<file path="src/rtl/present_decrypt_core.sv">
// Iterative PRESENT-80 decryption: forward key expansion to K32, then 31 inverse rounds.
// Optional K1/K32 cache lets a repeated key skip the expansion phase.
module present_decrypt_core #(
    parameter int KEY_CACHE = 1
) (
    input  logic        clk,
    input  logic        rst_n,
    input  logic        in_valid,
    output logic        in_ready,
    input  logic [63:0] idat,
    input  logic [79:0] key,
    output logic        out_valid,
    input  logic        out_ready,
    output logic [63:0] odat,
    output logic        busy
);

    typedef enum logic [1:0] {IDLE, KEYEXP, DEC, DONE} state_t;

    state_t      state_q, state_d;
    logic [63:0] dreg_q, dreg_d;
    logic [79:0] kreg_q, kreg_d;
    logic [4:0]  rnd_q, rnd_d;
    logic [79:0] ck1_q, ck1_d;
    logic [79:0] ck32_q, ck32_d;
    logic        cvld_q, cvld_d;
    logic        hit;

    function automatic logic [3:0] sbox(input logic [3:0] x);
        logic [3:0] y;
        unique case (x)
            4'h0: y = 4'hC; 4'h1: y = 4'h5; 4'h2: y = 4'h6; 4'h3: y = 4'hB;
            4'h4: y = 4'h9; 4'h5: y = 4'h0; 4'h6: y = 4'hA; 4'h7: y = 4'hD;
            4'h8: y = 4'h3; 4'h9: y = 4'hE; 4'hA: y = 4'hF; 4'hB: y = 4'h8;
            4'hC: y = 4'h4; 4'hD: y = 4'h7; 4'hE: y = 4'h1; default: y = 4'h2;
        endcase
        return y;
    endfunction

    function automatic logic [3:0] isbox(input logic [3:0] x);
        logic [3:0] y;
        unique case (x)
            4'h0: y = 4'h5; 4'h1: y = 4'hE; 4'h2: y = 4'hF; 4'h3: y = 4'h8;
            4'h4: y = 4'hC; 4'h5: y = 4'h1; 4'h6: y = 4'h2; 4'h7: y = 4'hD;
            4'h8: y = 4'hB; 4'h9: y = 4'h4; 4'hA: y = 4'h6; 4'hB: y = 4'h3;
            4'hC: y = 4'h0; 4'hD: y = 4'h7; 4'hE: y = 4'h9; default: y = 4'hA;
        endcase
        return y;
    endfunction

    function automatic logic [79:0] kupd(input logic [79:0] k, input logic [4:0] i);
        logic [79:0] r;
        r = {k[18:0], k[79:19]};
        r[79:76] = sbox(r[79:76]);
        r[19:15] = r[19:15] ^ i;
        return r;
    endfunction

    function automatic logic [79:0] kinv(input logic [79:0] k, input logic [4:0] i);
        logic [79:0] x;
        x = k;
        x[19:15] = x[19:15] ^ i;
        x[79:76] = isbox(x[79:76]);
        return {x[60:0], x[79:61]};
    endfunction

    // Undo pLayer first, then the S-box layer, then strip the round key.
    function automatic logic [63:0] inv_round(input logic [63:0] d, input logic [63:0] rk);
        logic [63:0] p;
        logic [63:0] s;
        for (int j = 0; j < 63; j++) p[j] = d[(16 * j) % 63];
        p[63] = d[63];
        for (int n = 0; n < 16; n++) s[4*n +: 4] = isbox(p[4*n +: 4]);
        return s ^ rk;
    endfunction

    assign hit       = (KEY_CACHE != 0) && cvld_q && (key == ck1_q);
    assign in_ready  = (state_q == IDLE);
    assign out_valid = (state_q == DONE);
    assign busy      = (state_q == KEYEXP) || (state_q == DEC);
    assign odat      = dreg_q;

    always_comb begin
        state_d = state_q;
        dreg_d  = dreg_q;
        kreg_d  = kreg_q;
        rnd_d   = rnd_q;
        ck1_d   = ck1_q;
        ck32_d  = ck32_q;
        cvld_d  = cvld_q;
        unique case (state_q)
            IDLE: begin
                if (in_valid) begin
                    if (hit) begin
                        dreg_d  = idat ^ ck32_q[79:16];
                        kreg_d  = ck32_q;
                        rnd_d   = 5'd31;
                        state_d = DEC;
                    end else begin
                        dreg_d  = idat;
                        kreg_d  = key;
                        ck1_d   = key;
                        cvld_d  = 1'b0;
                        rnd_d   = 5'd1;
                        state_d = KEYEXP;
                    end
                end
            end
            KEYEXP: begin
                kreg_d = kupd(kreg_q, rnd_q);
                rnd_d  = rnd_q + 5'd1;
                if (rnd_q == 5'd31) begin
                    dreg_d  = dreg_q ^ kreg_d[79:16];
                    ck32_d  = kreg_d;
                    cvld_d  = 1'b1;
                    rnd_d   = 5'd31;
                    state_d = DEC;
                end
            end
            DEC: begin
                kreg_d = kinv(kreg_q, rnd_q);
                dreg_d = inv_round(dreg_q, kreg_d[79:16]);
                rnd_d  = rnd_q - 5'd1;
                if (rnd_q == 5'd1) state_d = DONE;
            end
            DONE: begin
                if (out_ready) state_d = IDLE;
            end
            default: state_d = IDLE;
        endcase
    end

    always_ff @(posedge clk or negedge rst_n) begin
        if (!rst_n) begin
            state_q <= IDLE;
            dreg_q  <= '0;
            kreg_q  <= '0;
            rnd_q   <= '0;
            ck1_q   <= '0;
            ck32_q  <= '0;
            cvld_q  <= 1'b0;
        end else begin
            state_q <= state_d;
            dreg_q  <= dreg_d;
            kreg_q  <= kreg_d;
            rnd_q   <= rnd_d;
            ck1_q   <= ck1_d;
            ck32_q  <= ck32_d;
            cvld_q  <= cvld_d;
        end
    end

endmodule

</file>
<file path="config.mk">
export PLATFORM = sky130hd
export DESIGN_NAME = present_decrypt_core
export DESIGN_NICKNAME = d
export VERILOG_FILES = /design/src/rtl/present_decrypt_core.sv
export SDC_FILE = /design/constraint.sdc
export NUM_CORES = 1
export LEC_CHECK = 0
export ABC_AREA = 1
export CELL_PAD_IN_SITES_DETAIL_PLACEMENT = 2
export CELL_PAD_IN_SITES_GLOBAL_PLACEMENT = 2
export CORE_MARGIN = 1
export CORE_UTILIZATION = 35
export DETAILED_ROUTE_END_ITERATION = 10
export MAX_ROUTING_LAYER = met4
export PLACE_DENSITY_LB_ADDON = 0.25
export SLEW_MARGIN = 30
export SYNTH_ARGS = -nofsm -noshare
export SYNTH_HDL_FRONTEND = slang
export SYNTH_SLANG_ARGS = --single-unit
</file>
<file path="constraint.sdc">
create_clock -name clk -period 5.2 [get_ports clk]
set_input_delay 0.52 -clock clk [delete_from_list [all_inputs] [get_ports clk]]
set_output_delay 0.52 -clock clk [all_outputs]
set_load 0.01 [all_outputs]
</file>
==> results of run 1 <==
[cell usage in the layout (no fill, tap or decap), types with 5 or more instances in the layout]
| master | instances |
|---|---|
| nand2_1 | 1244 |
| inv_1 | 455 |
| dfrtp_1 | 311 |
| nand3_1 | 286 |
| a21oi_1 | 264 |
| o21ai_0 | 251 |
| clkdlybuf4s50_1 | 213 |
| nor2_1 | 201 |
| ha_1 | 111 |
| nand4_1 | 56 |
| a221oi_1 | 49 |
| o21ai_1 | 49 |
| clkbuf_16 | 46 |
| xnor2_1 | 40 |
| xor2_1 | 34 |
| a22oi_1 | 29 |
| buf_4 | 22 |
| or2_2 | 16 |
| nand3b_1 | 14 |
| inv_2 | 13 |
| o31ai_1 | 13 |
| clkbuf_1 | 10 |
| a31oi_1 | 9 |
| o211ai_1 | 9 |
| clkinv_2 | 9 |
| buf_12 | 9 |
| nor2_4 | 6 |
| o22ai_1 | 6 |
| clkbuf_8 | 6 |
| diode_2 | 5 |
[cells by family after synthesis]
logic type                 synth area share
AOI/OAI and AO/OA                     0.159
xor gates and xnor gates             0.0271
adders and majority gates            0.0597
buffers and inverters                 0.114
DFF                                   0.327
and+or+nand+nor                       0.314
[final timing paths]
kind,startpoint,end,slack (ps),cells after the start
hold reg to reg,ck32_q[39]$_DFFE_PN0P_,ck32_q[39]$_DFFE_PN0P_,480,2
min in group clk,ck32_q[39]$_DFFE_PN0P_,ck32_q[39]$_DFFE_PN0P_,480,2
setup reg to reg,ck1_q[67]$_DFFE_PN0P_,odat[50]$_DFFE_PN0P_,1930,13
max in group asynchronous,rst_n,kreg_q[41]$_DFFE_PN0P_,3960,2
setup / recovery,key[39],odat[50]$_DFFE_PN0P_,1750,14
hold / removal,rst_n,ck1_q[13]$_DFFE_PN0P_,-40,1
[final cells by class]
cell class,count,area [um2],share of cell area
Antenna cell,5,12.5,0.000444
Tap cell,873,1090,0.0388
Multi-Input combinational cell,2707,13500,0.478
Clock buffer,62,1270,0.0451
Timing Repair Buffer,247,2530,0.0900
Clock inverter,16,196,0.00698
Inverter,471,1780,0.0631
Sequential cell,312,7810,0.277
[power breakdown]
part / total [mW] / switching [mW] / internal (mW)
clock network: 3.23 / 1.33 / 1.90
registers: 5.99 / 2.49 / 3.50
logic: 12.5 / 8.27 / 4.21
total: 21.7 / 12.1 / 9.61
[synthesized netlist by cell type (all sizes together) (6+ instances only)]
master,number
nor2,207
o22ai,6
a21oi,265
dfrtp,312
inv,471
xor2,34
nand2,1245
buf,58
nand3b,14
o21ai,301
o211ai,9
nand3,287
o31ai,13
xnor2,40
a22oi,29
a31oi,9
clkbuf,159
ha,114
or2,16
nand4,56
a221oi,49
[layer usage]
layer | global-route usage | up-vias | share of wire
met5 | - | - | 0
met4 | 0.154 | 0 | 0.046
met3 | 0.0514 | 211 | 0.064
met2 | 0.583 | 977 | 0.46
met1 | 0.479 | 13900 | 0.43
li1 | - | 12000 | -
[sequential cells by signal (all words and copies together), names as in the netlist]
signal   flops
ck1_q       80
ck32_q      80
cvld_q       1
kreg_q      80
odat        64
rnd_q        5
state_q      2
[critical path, delay by kind of cell]
family	cells	cell delay [ps]
AND/OR/NAND/NOR	10	1860
buffers and inverters	3	1310
AO/OA/AOI/OAI	1	280
==> run summary, run 1 <==
Run status = finished with violations
Failing checks = negative hold slack
Fin crit period = 3450 ps
Leakage = 14.6 nW
Critical path's largest stage delay = 720 ps
Die Area = 69300 um2
Antenna violations before repair = 7
Worst path most repeated cell = nand2_1
Clock Tree Root = clkbuf_16
GRT overflow = 0
Max VDD drop = 0.000337 V
Worst Tran Pin Value = 1010 ps
Distinct cells, synth = 40
Critical path data arrival time = 3960 ps
Top-area cell type share of the netlist area = 0.327
Worst path cell trace = clkdlybuf4s50_1 > inv_1 > nand2_1 > nand2_1 > nor2_1 > nand2_1 > nor2_1 > nand2_1 > nor2_4 > buf_4 > nand4_1 > nand2_1 > nand3_1 > a21oi_1
Layout area overhead = 17.8%
Final instance area = 28200 um2
Max-slew violations = 0
Setup violations, final = 0
H-tree depth = 2
Die H = 263 um
Crit start category = input port
Final Util = 0.418
Fmax = 0.290 GHz
Final hold violation count = 22
Routed vias = 27100
Sequential element share of the synthesized area = 0.327
CP required = 5710 ps
Area contributors post-synth = dfrtp_1 (33%), nand2_1 (20%), inv_1 (7.2%)
Post-CTS setup buffer count = 0
TritonCTS Buffers = 44
Std-Cell Rows = 95
Area post-placement = 26700 um2
CP Capture Type = flop
Max FO, Critical Path = 22
Inst Count DP = 4610
# IOs = 215
DR vias/cell = 5.78
Yosys top cell by area = dfrtp_1
Mapped Area = 23900 um2
Clk Latency, worst-skew pair = 610 ps
Clock transition at path regs = 60 ps
Iter 0 DRT Violations = 2305
Worst path slowest cell = clkdlybuf4s50_1
Clock Skews = 23.3 ps
DP HPWL = 91200 um
WL per Instance = 27.1 um
Post-synth EDFFs = 0
First-pass GRT wire length = 186000 um
Crit share post-route = 0.663
GPL Wtd Cong = 0.945
Cts hold-fix bufs = 0
Vias in the first global route = 27700
Sum Neg Setup Slack = 0 ps
HP Class = input port to asynchronous set/reset pin
Core area = 67400 um2
Syn_nets = 3969
Final nets = 4045
Global-route usage over all layers = 0.371
Layout Cells excl Fill = 4693
CTS sink count = 312
CTS tree = done
Initial Utilization = 0.355
Pwr dens = 771 nW/um2
Crit path kind = input port to flop
Layout cells sized above 1 = 0.0388
Setup WS post-layout = 1750 ps
WHS = -37.1 ps
Unrepaired setup endpoints after global routing = no
Ys async rst share = 1.00
Pin count of the biggest net entering global routing = 128
Drt total wl = 127000 um
Longest Clk Path Bufs = 3
First-pass iteration count of the detailed router = 7
Pre-CTS setup slack = 1340 ps
Power, Total = 21.7 mW
Flops & latches, synth = 312
Worst slew margin = 0.326
Synthesized area per cell = 6.45 um2
Cell count after synthesis = 3707
YS warnings = 0
Die width = 263 um
Port buffer count = 214
DRC violations left = 0
Post-CTS Resized = 0
ANT nets after route = 0
FILL cells = 8183
# Max-Cap Violations = 0
Ys flop type = dfrtp_1
(Power assumes the default switching activity.)
==> run 2: changes to the inputs <==
- CORE_UTILIZATION: 35 -> 32
- clock period: 5.2 -> 3.4 ns (I/O delays scaled with it)
==> run 2 against run 1 <==
Against the previous run:
- combinational power grew 57%
- clock skew grew 1.7 ps
- cell area grew 2.4%
- global-route usage shrank 2.3 points
- largest power group unchanged
- worst hold slack gained 420 ps
- clock power grew 56%
- core utilization shrank 2.5 points
- worst setup slack lost 1300 ps
- non-clock buffer count grew 43
- critical path type is now flop to output port
- final cell count grew 2.7%
- sequential power grew 50%
- count of clock-buffer cells in the layout grew 4
- largest cell class unchanged
- the flow now finishes without violations
==> run summary, run 2 (synthesized netlist as in run 1, its figures left out) <==
Leakage = 14.9 nW (+2.1%)
Clock Skews = 25.0 ps (+1.74 ps)
H-tree depth = 2 (unchanged)
Core area = 73500 um2 (+9.0%)
Port buffer count = 214 (unchanged)
Pwr dens = 1170 nW/um2 (+51%)
Top flop regs = ck1_q (80), ck32_q (80), kreg_q (80)
Longest Clk Path Bufs = 3 (unchanged)
Most frequent cells in the layout = nand2_1 (1244), inv_1 (455), dfrtp_1 (311)
Clock Tree Root = clkbuf_16
Post-CTS setup buffer count = 0 (unchanged)
Max FO, Critical Path = 30 (+36%)
DRC violations left = 0 (unchanged)
Initial Utilization = 0.325 (-0.0292)
GPL Wtd Cong = 0.910 (-3.8%)
First-pass iteration count of the detailed router = 6 (-1)
Die width = 275 um (+4.5%)
Std-Cell Rows = 99 (+4.2%)
Worst Tran Pin Value = 970 ps (-40.7 ps)
Max-slew violations = 0 (unchanged)
Max VDD drop = 0.000784 V (+130%)
CP required = 3060 ps (-2650 ps)
Sum Neg Setup Slack = 0 ps (unchanged)
Pin count of the biggest net entering global routing = 125 (-2.3%)
TritonCTS Buffers = 44 (unchanged)
WL per Instance = 26.6 um (-1.6%)
# IOs = 215 (unchanged)
Final hold violation count = 0 (-100%)
Run status = completed
DP HPWL = 95700 um (+4.9%)
HP Class = input port to flop
Setup WS post-layout = 472 ps (-1280 ps)
ANT nets after route = 0 (unchanged)
Crit start category = flop
CP Capture Type = output port
DR vias/cell = 5.61 (-2.9%)
Unrepaired setup endpoints after global routing = no
Pre-CTS setup slack = 39.5 ps (-1300 ps)
CTS sink count = 312 (unchanged)
Routed vias = 27000 (-0.27%)
Clk Latency, worst-skew pair = 610 ps (about the same)
Iter 0 DRT Violations = 2163 (-6.2%)
Worst slew margin = 0.349 (+0.0225)
Layout area overhead = 20.6%
Crit path kind = flop to output port
Layout cells sized above 1 = 0.0508 (+0.0120)
CTS tree = done
Die Area = 75800 um2 (+9.3%)
Most common cell after layout, fill and taps aside = nand2_1
Antenna violations before repair = 2 (-5)
Die H = 275 um (+4.5%)
Vias in the first global route = 28000 (+1.0%)
GRT overflow = 0 (unchanged)
Setup violations, final = 0 (unchanged)
Critical path data arrival time = 2590 ps (-1370 ps)
Clock transition at path regs = 60 ps (about the same)
Global-route usage over all layers = 0.348 (-0.0233)
# Max-Cap Violations = 0 (unchanged)
Fmax = 0.342 GHz
First-pass GRT wire length = 188000 um (+1.2%)
Final nets = 4088 (+1.1%)
Fin crit period = 2930 ps
Crit share post-route = 0.861
Drt total wl = 128000 um (+1.0%)
## run 2: cell count changes in the layout (fill, tap and decap cells not counted), moves of 2 or more
| cell | before | now |
|---|---|---|
| buf_4 | 22 | 49 |
| buf_12 | 9 | 26 |
| clkbuf_8 | 6 | 16 |
| clkbuf_1 | 10 | 6 |
| diode_2 | 5 | 1 |
| clkbuf_16 | 46 | 44 |
| clkinvlp_4 | 2 | 0 |
## run 2: layout make-up
class	instances	area [um2]
Antenna cell	1	2.50
Clock buffer	66	1340
Clock inverter	14	185
Fill cell	8853	44600
Inverter	471	1780
Multi-Input combinational cell	2707	13500
Sequential cell	312	7810
Tap cell	959	1200
Timing Repair Buffer	290	3050
## run 2: power breakdown
| part | internal [mW] | switching (mW) |
|---|---|---|
| clock | 3.03 | 2.02 |
| combinational | 6.73 | 12.8 |
| sequential | 5.36 | 3.65 |
## run 2: per-layer routing
metal	up-vias	part of all wire	track usage
li1	12100	-	-
met1	13900	0.44	0.455
met2	897	0.46	0.545
met3	209	0.056	0.0343
met4	0	0.048	0.150
met5	-	0	-
## run 2: worst paths after layout
check | cells past startpoint | start | endpoint | slack [ps]
setup / recovery | 4 | state_q[0]$_DFFE_PN0P_ | busy | 470
setup reg to reg | 12 | state_q[0]$_DFFE_PN0P_ | odat[47]$_DFFE_PN0P_ | 520
hold reg to reg | 2 | ck32_q[63]$_DFFE_PN0P_ | ck32_q[63]$_DFFE_PN0P_ | 470
hold / removal | 3 | key[48] | ck1_q[48]$_DFFE_PN0P_ | 380
min in group asynchronous | 2 | rst_n | ck1_q[19]$_DFFE_PN0P_ | 390
max in group asynchronous | 3 | rst_n | ck1_q[43]$_DFFE_PN0P_ | 2130
## run 2: through the flow
| stage | area [um2] | hold WS [ps] | util | std cells | total power [mW] |
|---|---|---|---|---|---|
| after global routing | 28800 | 392 | 0.392 | 4820 | 35.8 |
| final | 28800 | 382 | 0.392 | 4820 | 33.6 |
| after detailed placement | 27300 | 428 | 0.371 | 4738 | 28.1 |
| after CTS | 28800 | 349 | 0.392 | 4819 | 33.4 |
| after global placement | 27300 | 425 | 0.371 | 4738 | 27.3 |
| after floorplan | 23900 | 44.4 | - | 3707 | 19.3 |
## run 2: timing repair
| item | in CTS | in global routing |
|---|---|---|
| hold endpoints to repair | 73 | 0 |
| hold buffers | 1 | 0 |
| gates resized for setup | 0 | 0 |
## run 2: critical path: stages (launching register included)
cell,delay (ps)
dfrtp_1,410
inv_1,170
ha_4,360
buf_4,400
clkdlybuf4s50_1,630
